[src/rtl/rns_to_int_seq_64_pkg.sv]
// Shared definitions for the bit-serial RNS-to-integer converter.
// The 9-channel format has channel 0 = 1 bit (modulus 2) and channels 1..8 =
// 8 bits each, with pairwise coprime moduli. The CRT weights A0..A8 are
// derived at elaboration time from the modulus table, so the moduli table is
// the only place the number format is defined.
package rns_to_int_seq_64_pkg;

    localparam int CH_NUM = 9;
    localparam int ACC_W  = 66;   // holds 2*M without overflow
    localparam int RNS_W  = 65;
    localparam int INT_W  = 64;

    typedef logic [ACC_W-1:0] acc_t;

    typedef enum logic [1:0] {
        ST_IDLE = 2'd0,
        ST_BIT  = 2'd1,
        ST_FIX  = 2'd2,
        ST_DONE = 2'd3
    } state_t;

    localparam int unsigned CH_MOD   [CH_NUM] = '{2, 255, 253, 251, 247, 241, 239, 233, 229};
    localparam int unsigned CH_WIDTH [CH_NUM] = '{1, 8, 8, 8, 8, 8, 8, 8, 8};

    function automatic acc_t calc_m();
        logic [127:0] p;
        p = 128'd1;
        for (int i = 0; i < CH_NUM; i++) p = p * 128'(CH_MOD[i]);
        return acc_t'(p);
    endfunction

    localparam acc_t MAX_NUM_64 = calc_m();

    // CRT weight: A_i = M_i * (M_i^-1 mod m_i) mod M, with M_i = M / m_i.
    function automatic acc_t calc_a(input int i);
        logic [127:0] mi, mm, prod;
        int unsigned  inv;
        mi  = 128'(MAX_NUM_64) / 128'(CH_MOD[i]);
        mm  = mi % 128'(CH_MOD[i]);
        inv = 0;
        for (int x = 1; x < 256; x++)
            if (inv == 0 && ((mm * 128'(x)) % 128'(CH_MOD[i])) == 128'd1) inv = x;
        prod = (mi * 128'(inv)) % 128'(MAX_NUM_64);
        return acc_t'(prod);
    endfunction

    localparam acc_t A0 = calc_a(0);
    localparam acc_t A1 = calc_a(1);
    localparam acc_t A2 = calc_a(2);
    localparam acc_t A3 = calc_a(3);
    localparam acc_t A4 = calc_a(4);
    localparam acc_t A5 = calc_a(5);
    localparam acc_t A6 = calc_a(6);
    localparam acc_t A7 = calc_a(7);
    localparam acc_t A8 = calc_a(8);

    // Values at or above 2^63 are the RNS images of negative integers
    // (M + x); adding 2^64 - M (mod 2^66) and truncating recovers x.
    localparam acc_t RNS_MIDDLE_POINT_64 = acc_t'(1) << 63;
    localparam acc_t INT_RNS_DELTA_64    = (acc_t'(1) << 64) - MAX_NUM_64;

    function automatic acc_t a_of(input logic [3:0] ch);
        case (ch)
            4'd0:    return A0;
            4'd1:    return A1;
            4'd2:    return A2;
            4'd3:    return A3;
            4'd4:    return A4;
            4'd5:    return A5;
            4'd6:    return A6;
            4'd7:    return A7;
            4'd8:    return A8;
            default: return '0;
        endcase
    endfunction

    // Index of the MSB within a channel (first bit processed).
    function automatic logic [2:0] ch_msb(input logic [3:0] ch);
        logic [2:0] r;
        r = '0;
        for (int i = 0; i < CH_NUM; i++)
            if (ch == 4'(i)) r = 3'(CH_WIDTH[i] - 1);
        return r;
    endfunction

    // Bit position of a channel's LSB inside the packed rns word.
    function automatic logic [6:0] ch_lsb(input logic [3:0] ch);
        logic [6:0] pos;
        pos = '0;
        for (int i = 0; i < CH_NUM; i++)
            if (4'(i) < ch) pos = pos + 7'(CH_WIDTH[i]);
        return pos;
    endfunction

endpackage

[src/rtl/rns_to_int_seq_64_step.sv]
// One bit-serial modular multiply-accumulate step (combinational).
//   p_next   = (2*x + bit_in*a) mod M
//   acc_next = add_acc ? (acc + p_next) mod M : acc
// Ports: x, a, acc (< M), bit_in, add_acc in; p_next, acc_next out.
// All inputs below M keep every intermediate below 2M, so one conditional
// subtract per addition is enough.
module rns_modadd_step
    import rns_to_int_seq_64_pkg::*;
(
    input  acc_t x,
    input  logic bit_in,
    input  acc_t a,
    input  logic add_acc,
    input  acc_t acc,
    output acc_t p_next,
    output acc_t acc_next
);

    function automatic acc_t cond_sub(input acc_t v);
        return (v >= MAX_NUM_64) ? v - MAX_NUM_64 : v;
    endfunction

    acc_t dbl_r, sum_r;

    always_comb begin
        dbl_r    = cond_sub(x << 1);
        sum_r    = cond_sub(dbl_r + (bit_in ? a : '0));
        p_next   = sum_r;
        acc_next = add_acc ? cond_sub(acc + sum_r) : acc;
    end

endmodule

[src/rtl/rns_to_int_seq_64.sv]
// Multi-cycle RNS-to-integer converter for the 9-channel 64-bit RNS format.
// Walks the captured residues one bit per cycle (channel 0..8, MSB first),
// building A_ch*r_ch mod M in P and folding it into ACC at each channel LSB,
// then maps ACC back to two's complement.
// Ports:
//   clk, rst_n            clock, async active-low reset
//   in_valid/in_ready     operand handshake, rns[64:0] packed residues
//   out_valid/out_ready   result handshake, int_number[63:0]
//   busy                  high whenever not IDLE
// Latency: 66 edges from acceptance to out_valid; 68 cycles per result.
module rns_to_int_seq_64
    import rns_to_int_seq_64_pkg::*;
(
    input  logic             clk,
    input  logic             rst_n,
    input  logic             in_valid,
    output logic             in_ready,
    input  logic [RNS_W-1:0] rns,
    output logic             out_valid,
    input  logic             out_ready,
    output logic [INT_W-1:0] int_number,
    output logic             busy
);

    state_t           state, state_nx;
    logic             rst_done;   // keeps in_ready low until the first edge after reset
    logic [RNS_W-1:0] rns_q;
    logic [3:0]       ch_q;
    logic [2:0]       bit_q;
    acc_t             p_q, acc_q;
    logic [INT_W-1:0] int_q;

    logic             cur_bit, last_bit, last_all, accept;
    acc_t             p_nx, acc_nx, fix_val;

    assign cur_bit  = rns_q[ch_lsb(ch_q) + 7'(bit_q)];
    assign last_bit = (bit_q == 3'd0);
    assign last_all = last_bit && (ch_q == 4'(CH_NUM - 1));
    assign accept   = in_valid && in_ready;
    assign fix_val  = (acc_q >= RNS_MIDDLE_POINT_64) ? acc_q + INT_RNS_DELTA_64 : acc_q;

    rns_modadd_step u_step (
        .x        (p_q),
        .bit_in   (cur_bit),
        .a        (a_of(ch_q)),
        .add_acc  (last_bit),
        .acc      (acc_q),
        .p_next   (p_nx),
        .acc_next (acc_nx)
    );

    // State register
    always_ff @(posedge clk or negedge rst_n) begin
        if (!rst_n) state <= ST_IDLE;
        else        state <= state_nx;
    end

    // Next-state logic
    always_comb begin
        state_nx = state;
        case (state)
            ST_IDLE: if (accept) state_nx = ST_BIT;
            ST_BIT:  if (last_all) state_nx = ST_FIX;
            ST_FIX:  state_nx = ST_DONE;
            ST_DONE: if (out_ready) state_nx = ST_IDLE;
            default: state_nx = ST_IDLE;
        endcase
    end

    // Outputs
    always_comb begin
        in_ready  = (state == ST_IDLE) && rst_done;
        out_valid = (state == ST_DONE);
        busy      = (state != ST_IDLE);
    end

    assign int_number = int_q;

    // Datapath
    always_ff @(posedge clk or negedge rst_n) begin
        if (!rst_n) begin
            rst_done <= 1'b0;
            rns_q    <= '0;
            ch_q     <= '0;
            bit_q    <= '0;
            p_q      <= '0;
            acc_q    <= '0;
            int_q    <= '0;
        end else begin
            rst_done <= 1'b1;
            case (state)
                ST_IDLE: if (accept) begin
                    rns_q <= rns;
                    ch_q  <= '0;
                    bit_q <= ch_msb(4'd0);
                    p_q   <= '0;
                    acc_q <= '0;
                end
                ST_BIT: begin
                    acc_q <= acc_nx;
                    if (last_bit) begin
                        p_q   <= '0;
                        ch_q  <= ch_q + 4'd1;
                        bit_q <= ch_msb(ch_q + 4'd1);
                    end else begin
                        p_q   <= p_nx;
                        bit_q <= bit_q - 3'd1;
                    end
                end
                ST_FIX:  int_q <= INT_W'(fix_val);
                default: ;
            endcase
        end
    end

endmodule

[config.mk]
export PLATFORM = sky130hd
export DESIGN_NAME = rns_to_int_seq_64
export DESIGN_NICKNAME = d
export VERILOG_FILES = /design/src/rtl/rns_to_int_seq_64_pkg.sv /design/src/rtl/rns_to_int_seq_64_step.sv /design/src/rtl/rns_to_int_seq_64.sv
export SDC_FILE = /design/constraint.sdc
export NUM_CORES = 1
export LEC_CHECK = 0
export BUFFER_PORTS_ARGS = -buffer_cell sky130_fd_sc_hd__buf_2
export CAP_MARGIN = 20
export CORE_ASPECT_RATIO = 0.5
export CORE_UTILIZATION = 60
export CTS_CLUSTER_DIAMETER = 100
export DETAILED_ROUTE_END_ITERATION = 16
export HOLD_SLACK_MARGIN = 0.06
export MAX_ROUTING_LAYER = met4
export PLACE_DENSITY_LB_ADDON = 0.25
export REMOVE_ABC_BUFFERS = 1
export SKIP_LAST_GASP = 1
export SYNTH_ARGS = -nofsm -noshare
export SYNTH_HDL_FRONTEND = slang
export SYNTH_SLANG_ARGS = --single-unit
export TNS_END_PERCENT = 10
[constraint.sdc]
create_clock -name clk -period 20.1 [get_ports clk]
set_input_delay 0 -clock clk [delete_from_list [all_inputs] [get_ports clk]]
set_output_delay 0 -clock clk [all_outputs]
set_load 0.01 [all_outputs]
==> results of run 1 <==
==> per-layer routing <==
metal	routed length, um	vias up	part of all wire (%)
met5	0	-	0
met2	41400	1904	41
met3	14300	230	14
met4	2580	0	2.5
li1	-	13322	-
met1	43400	14107	43
==> kinds of logic after synthesis <==
kind of cell	count (synthesis)
flip-flops	270
buffers and inverters	280
adder cells (fa/ha/maj)	159
multiplexers	109
XOR/XNOR	299
other	1
AND/OR/NAND/NOR	1331
AO/OA/AOI/OAI	1096
==> how the worst max path moves through the flow <==
| stage | endpoint | startpoint | slack, ps |
|---|---|---|---|
| floorplan | acc_q[11]$_DFFE_PN0P_ | ch_q[2]$_DFFE_PN0P_ | 3980 |
| detailed placement | acc_q[39]$_DFFE_PN0P_ | ch_q[0]$_DFFE_PN0P_ | 2200 |
| global route | acc_q[50]$_DFFE_PN0P_ | ch_q[1]$_DFFE_PN0P_ | 310 |
| CTS | acc_q[39]$_DFFE_PN0P_ | ch_q[1]$_DFFE_PN0P_ | 2080 |
| finish | acc_q[39]$_DFFE_PN0P_ | ch_q[1]$_DFFE_PN0P_ | 1410 |
| global placement | acc_q[39]$_DFFE_PN0P_ | ch_q[0]$_DFFE_PN0P_ | 2450 |
==> state kept, by name, summed over array words and instances (netlist names) <==
register    cells
acc_q          66
bit_q           3
ch_q            4
int_number     64
p_q            65
rns_q          65
rst_done        1
state           2
==> timing repair <==
item | CTS | global route
endpoints found under the hold margin | 160 | 0
hold buffers | 69 | 0
gates resized for setup | 0 | 0
==> metrics by stage <==
step | setup slack (ps) | util [%] | instances | power [mW]
detailed placement | 2200 | 63.3 | 4128 | 0.572
global route | 311 | 67.0 | 4252 | 1.17
finish | 1410 | 67.0 | 4253 | 1.15
floorplan | 3980 | - | 3340 | 0.554
global placement | 2450 | 63.3 | 4128 | 0.572
CTS | 2080 | 67.0 | 4246 | 1.14
==> power by group through the flow <==
stage          clock network, mW  registers (mW)  logic (mW)
4_1_cts                    0.568           0.543      0.0302
5_1_grt                    0.591           0.543      0.0339
3_5_place_dp                   0           0.554      0.0188
6_report                   0.573           0.543      0.0311
2_1_floorplan                  0           0.554    0.000200
3_3_place_gp                   0           0.554      0.0183
==> worst register-to-register path: cells and delay by family, from the launching register on <==
| kind | cells | cell delay [ps] |
|---|---|---|
| xor+xnor | 5 | 2230 |
| fa+ha+maj | 8 | 2800 |
| flops | 1 | 630 |
| mux | 4 | 840 |
| compound gates | 20 | 7460 |
| buf+inv | 5 | 860 |
| simple gates | 11 | 3730 |
==> layout by cell type (no fill, tap or decap), types with 56 or more instances in the layout <==
master | netlist | final
dlygate4sd3_1 | 0 | 68
buf_2 | 20 | 134
xor2_1 | 124 | 124
a22o_1 | 66 | 66
nor2_1 | 324 | 323
a21oi_1 | 308 | 307
a21o_1 | 72 | 72
nand3_1 | 106 | 106
nand2_1 | 385 | 383
xnor2_1 | 175 | 175
ha_1 | 157 | 156
dfrtp_1 | 270 | 270
nor3_1 | 96 | 95
o211ai_1 | 56 | 56
o21ai_0 | 167 | 166
mux2_2 | 73 | 73
nand4_1 | 95 | 95
inv_1 | 73 | 73
==> cell type report <==
cell class	count	area share (%)
repair buffers	230	5.25
well taps	627	2.57
multi-input cells	2995	65.9
inverters	75	0.922
clock inverters	13	0.590
clock buffers	36	2.59
diodes	7	0.0574
flip-flops and latches	270	22.1
==> synth_stat cells (13+ instances only) <==
| cell type | n |
|---|---|
| inv_1 | 73 |
| o2111ai_1 | 14 |
| nor2b_1 | 23 |
| nor3_1 | 96 |
| a211oi_1 | 44 |
| buf_2 | 20 |
| ha_1 | 157 |
| a311oi_1 | 15 |
| mux2i_1 | 16 |
| and2_1 | 41 |
| o31ai_1 | 26 |
| o21ai_0 | 167 |
| o21bai_1 | 30 |
| nor4_1 | 24 |
| o211a_1 | 13 |
| and3_1 | 46 |
| nand2b_1 | 36 |
| nand3b_1 | 13 |
| o211ai_1 | 56 |
| xor2_1 | 124 |
| xnor2_1 | 175 |
| mux2_2 | 73 |
| a31oi_1 | 45 |
| a21oi_1 | 308 |
| a21o_1 | 72 |
| nor4b_1 | 13 |
| nand4_1 | 95 |
| o21a_1 | 26 |
| nor2_1 | 324 |
| a221o_1 | 15 |
| dfrtp_1 | 270 |
| nand2_1 | 385 |
| a211o_1 | 41 |
| nor3b_1 | 13 |
| or2_2 | 25 |
| mux4_2 | 20 |
| buf_1 | 13 |
| a22o_1 | 66 |
| or3_1 | 35 |
| nand3_1 | 106 |
| clkbuf_1 | 165 |
==> flow_summary_export.csv, run 1 <==
group,metric,value,unit
placed_design,placed_area,28800,um^2
synth,synth_top_cell_by_area,"dfrtp_1",
synth,yosysSeqAreaShare,24.2,%
floorplan,io_pins,136,
power,p_int,887,uW
synth,synth_top_area_share,24.2,%
worst_hold_path,hold_start,"rns[26]",
worst_setup_path,critPathLaunchType,"register",
floorplan,die_w,307,um
worst_hold_path,hold_path_depth,3,
drt,drt_wl_total,102000,um
floorplan,die_area,47500,um^2
final_layout,drive_gt1_share,10.3,%
synth,synth_cells,3545,
power,p_sw,261,uW
power,p_leak,14.0,nW
global_route,antenna_found_initial,8,
worst_setup_path,r2r-start,"ch_q[1]$_DFFE_PN0P_",
synth,netlist_area,27900,um^2
final_layout,final_nets,3828,
clocking,cts.sinks,270,
worst_setup_path,crit_buf_inv,5,
outcome,outcome,"completed",
drt,antenna_left,0,
worst_hold_path,worstHoldPathType,"in -> reg",
worst_setup_path,crit_arrival,19170,ps
floorplan,core,45600,um^2
global_route,first_global_vias,27100,
final_layout,multi_input_area,20100,um^2
worst_setup_path,r2r_end,"acc_q[39]$_DFFE_PN0P_",
synth,synthMuxAreaShare,5.13,%
synth,synth-xor-area-share,9.37,%
synth,synth_compound_area_share,26.8,%
placed_design,port_buffers,135,
worst_setup_path,crit_family,"compound AO/OA/AOI/OAI gates",
synth,yosysWarnings,0,
drt,drc_errors,0,
clocking,cts_made_buffers,28,
floorplan,die_h,155,um
timing,skew,22.2,ps
worst_setup_path,end_kind,"register",
final_layout,syn_to_final_growth,9.29,%
timing,slew_viol_final,0,
timing,fin_crit_sh,93.0,%
global_route,met2_usage,59.8,%
power,peakVddDrop,0.0765,mV
synth,synth_top_family_by_area,"compound AO/OA/AOI/OAI gates",
synth,synth_edf_count,0,
drt,drtPass1Iterations,6,
timing,setup_violations,0,
synth,synthAdderAreaFrac,7.17,%
clocking,htree_num_levels,1,
worst_hold_path,holdPathEnd,"rns_q[26]$_DFFE_PN0P_",
placed_design,hpwl,75200,um
drt,routedWlPerCell,23.9,um
floorplan,num_rows,55,
synth,synthFlopType,"dfrtp_1",
synth,synth-simple-area-share,23.3,%
clocking,cts_tree,"done",
timing,post-route-min-period,18690,ps
clocking,post_cts.repair.setup_buffers,0,
power,p_seq_share,47.4,%
drt,num_vias,29563,
global_route,grt-busiest-layer,"met1",
global_route,grt_max_degree,70,
global_route,met1_usage,61.5,%
timing,slew_headroom,16.0,%
synth,synth_area_per_cell,7.88,um^2
power,switching_share,22.7,%
drt,drt_iter0_markers,4332,
global_route,use_met3,11.4,%
worst_setup_path,required,20570,ps
worst_setup_path,cp_max_fo,43,
synth,ys_types,100,
global_route,grt_pass1_wl,155000,um
timing,finalHoldViolCount,0,
power,power_density,37.6,nW/um^2
clocking,clk_latency,580,ps
timing,holdWs,186,ps
synth,yosys-top-cells-area,"dfrtp_1 (24%), ha_1 (7.0%), a21oi_1 (5.5%)",
worst_setup_path,cp_num_cells,53,
global_route,grt_usage,43.0,%
timing,rsz0062_at_grt,"false",
clocking,clockBufferDepth,3,
synth,async_reset_ff_share,100,%
clocking,clk_pin_slew_worst_paths,70,ps
run,drv_cap,0,
worst_setup_path,criticalPathCategory,"reg -> reg",
timing,tightestPinTransition,1250,ps
global_route,grt_overflow,0,
timing,max_freq,53.5,MHz
worst_setup_path,worst_path_largest_cell_delay,800,ps
final_layout,fin_area,30500,um^2
worst_setup_path,reg2reg_depth,53,
worst_setup_path,crit_top_cell,"ha_1",
power,p_clk_share,49.9,%
worst_setup_path,cp_slowest_cell,"xnor2_1",
drt,post_drt_via_cell_ratio,6.95,
final_layout,num-fill-cells,3816,
placed_design,gp_congestion,1.07,
floorplan,initial_core_util,61.3,%
timing,finalSetupTns,0,ps
synth,ys_seq_elements,270,
power,combPwrFrac,2.7,%
clocking,cts_root_buf,"clkbuf_16",
final_layout,ff_latch_area,6760,um^2
worst_setup_path,r2r_slack,1410,ps
No activity file was read; power rests on OpenSTA's default activity.
==> run 2, diff against run 1 <==
- CTS_BUF_LIST: unset -> sky130_fd_sc_hd__clkbuf_8
==> run 2 against run 1 <==
Against the previous run: non-clock buffer count up 1; clock-buffer cell count up 20; clock power shrank 13%; sequential share of layout area rose by 0.080 points; global-route usage increased by 0.13 points; critical endpoint unchanged; largest cell class unchanged; largest power group is now registers.
==> flow_summary_export.csv, run 2 (synthesis gave the netlist of run 1 again) <==
group,metric,value,unit
worst_setup_path,end_kind,"register",
clocking,cts_made_buffers,44,
placed_design,hpwl,75200,um
worst_setup_path,r2r_end,"acc_q[39]$_DFFE_PN0P_",
clocking,cts_resized,0,
floorplan,die_h,155,um
outcome,outcome,"completed",
drt,drtPass1Iterations,8,
worst_setup_path,r2r-start,"ch_q[0]$_DFFE_PN0P_",
timing,fin_crit_sh,93.0,%
global_route,grt_usage,43.1,%
power,power_density,35.2,nW/um^2
worst_setup_path,criticalPathCategory,"reg -> reg",
timing,holdWs,63.7,ps
timing,skew,23.3,ps
timing,slew_headroom,27.9,%
clocking,cts_hold_buf,68,
drt,drc_errors,0,
clocking,cts_root_buf,"clkbuf_8",
worst_setup_path,crit_arrival,19170,ps
drt,antenna_left,0,
final_layout,final_cell_mix,"nand2_1 (383), nor2_1 (323), a21oi_1 (307)",
global_route,grt_overflow,0,
drt,post_drt_via_cell_ratio,6.91,
floorplan,num_rows,55,
placed_design,gp_congestion,1.07,
final_layout,syn_to_final_growth,8.89,%
final_layout,final_nets,3845,
timing,post-route-min-period,18690,ps
final_layout,drive_gt1_share,10.7,%
final_layout,largest_reg_flops,66,
timing,setup_violations,0,
timing,rsz0062_at_grt,"false",
floorplan,die_area,47500,um^2
clocking,htree_num_levels,2,
worst_setup_path,critPathLaunchType,"register",
drt,routedWlPerCell,23.7,um
clocking,clk_pin_slew_worst_paths,70,ps
timing,finalSetupTns,0,ps
floorplan,io_pins,136,
worst_setup_path,cp_slowest_cell,"a2111oi_0",
worst_setup_path,reg2reg_depth,55,
worst_setup_path,cp_max_fo,43,
clocking,cts.sinks,270,
global_route,first_global_vias,27074,
worst_hold_path,worstHoldPathType,"in -> async",
power,peakVddDrop,0.0650,mV
global_route,grt_max_degree,94,
drt,drt_iter0_markers,4167,
floorplan,core,45600,um^2
timing,tightestPinTransition,1070,ps
final_layout,regMostFlops,"acc_q",
worst_setup_path,worst_path_largest_cell_delay,820,ps
clocking,post_cts.repair.setup_buffers,0,
run,drv_cap,0,
drt,drt_wl_total,102000,um
floorplan,initial_core_util,61.3,%
worst_setup_path,crit_top_cell,"ha_1",
clocking,clk_latency,600,ps
final_layout,reg.largest.list,"acc_q (66), p_q (65), rns_q (65)",
floorplan,die_w,307,um
global_route,grt_pass1_wl,156000,um
timing,slew_viol_final,0,
clocking,cts_tree,"done",
final_layout,layout_commonest_cell,"nand2_1",
clocking,clockBufferDepth,3,
drt,num_vias,29544,
timing,max_freq,53.5,MHz
timing,finalHoldViolCount,0,
worst_setup_path,r2r_slack,1410,ps
placed_design,port_buffers,135,
power,p_leak,14.0,nW
worst_setup_path,required,20580,ps
global_route,antenna_found_initial,6,
[run 2: cell count changes in the layout (fill, tap and decap cells not counted), sizes merged]
cell | previous run | this run
diode | 7 | 3
inv | 75 | 88
clkinvlp | 3 | 2
dlygate4sd3 | 68 | 67
clkinv | 6 | 5
dlymetal6s2s | 0 | 1
clkbuf | 36 | 56
buf | 162 | 163
bufinv | 4 | 0
[run 2: power breakdown]
part	switching [mW]	internal (mW)
logic	0.0167	0.0144
registers	0.0000683	0.544
clock network	0.246	0.250
[run 2: worst max-delay path, delay by kind of cell (launching register included)]
family          cells  cell delay [ps]
compound gates     22             7750
xor+xnor            5             2180
fa+ha+maj           8             2790
buf+inv             5              850
flops               1              610
mux                 3              810
simple gates       12             3540
[run 2: stage by stage]
| stage | util (%) | cells | setup WS [ps] | cell area [um^2] | total power [mW] |
|---|---|---|---|---|---|
| 2_1_floorplan | - | 3340 | 3980 | 27100 | 0.554 |
| 3_3_place_gp | 63.3 | 4128 | 2450 | 28800 | 0.572 |
| 3_5_place_dp | 63.3 | 4128 | 2200 | 28800 | 0.572 |
| 4_1_cts | 66.7 | 4272 | 2110 | 30400 | 1.07 |
| 5_1_grt | 66.8 | 4277 | 360 | 30400 | 1.09 |
| 6_report | 66.8 | 4277 | 1410 | 30400 | 1.07 |
[run 2: worst max path at each step]
stage,from,end,slack [ps]
6_report,ch_q[0]$_DFFE_PN0P_,acc_q[39]$_DFFE_PN0P_,1410
3_5_place_dp,ch_q[0]$_DFFE_PN0P_,acc_q[39]$_DFFE_PN0P_,2200
4_1_cts,ch_q[0]$_DFFE_PN0P_,acc_q[39]$_DFFE_PN0P_,2110
5_1_grt,ch_q[1]$_DFFE_PN0P_,acc_q[50]$_DFFE_PN0P_,360
3_3_place_gp,ch_q[0]$_DFFE_PN0P_,acc_q[39]$_DFFE_PN0P_,2450
2_1_floorplan,ch_q[2]$_DFFE_PN0P_,acc_q[11]$_DFFE_PN0P_,3980
[run 2: metal layers]
metal | wire length, um | GRT usage [%] | vias to the layer above
met4 | 2490 | 10.9 | 0
met3 | 14000 | 11.9 | 193
met1 | 43800 | 61.4 | 14144
met2 | 41200 | 59.8 | 1860
met5 | 0 | - | -
li1 | - | - | 13347
[run 2: layout make-up]
type | instances | area [um^2]
Clock buffer | 56 | 771
Inverter | 75 | 282
Multi-Input combinational cell | 2995 | 20100
Timing Repair Buffer | 231 | 1610
Clock inverter | 20 | 91.3
Fill cell | 3864 | 15100
Antenna cell | 3 | 7.51
Sequential cell | 270 | 6760
Tap cell | 627 | 785
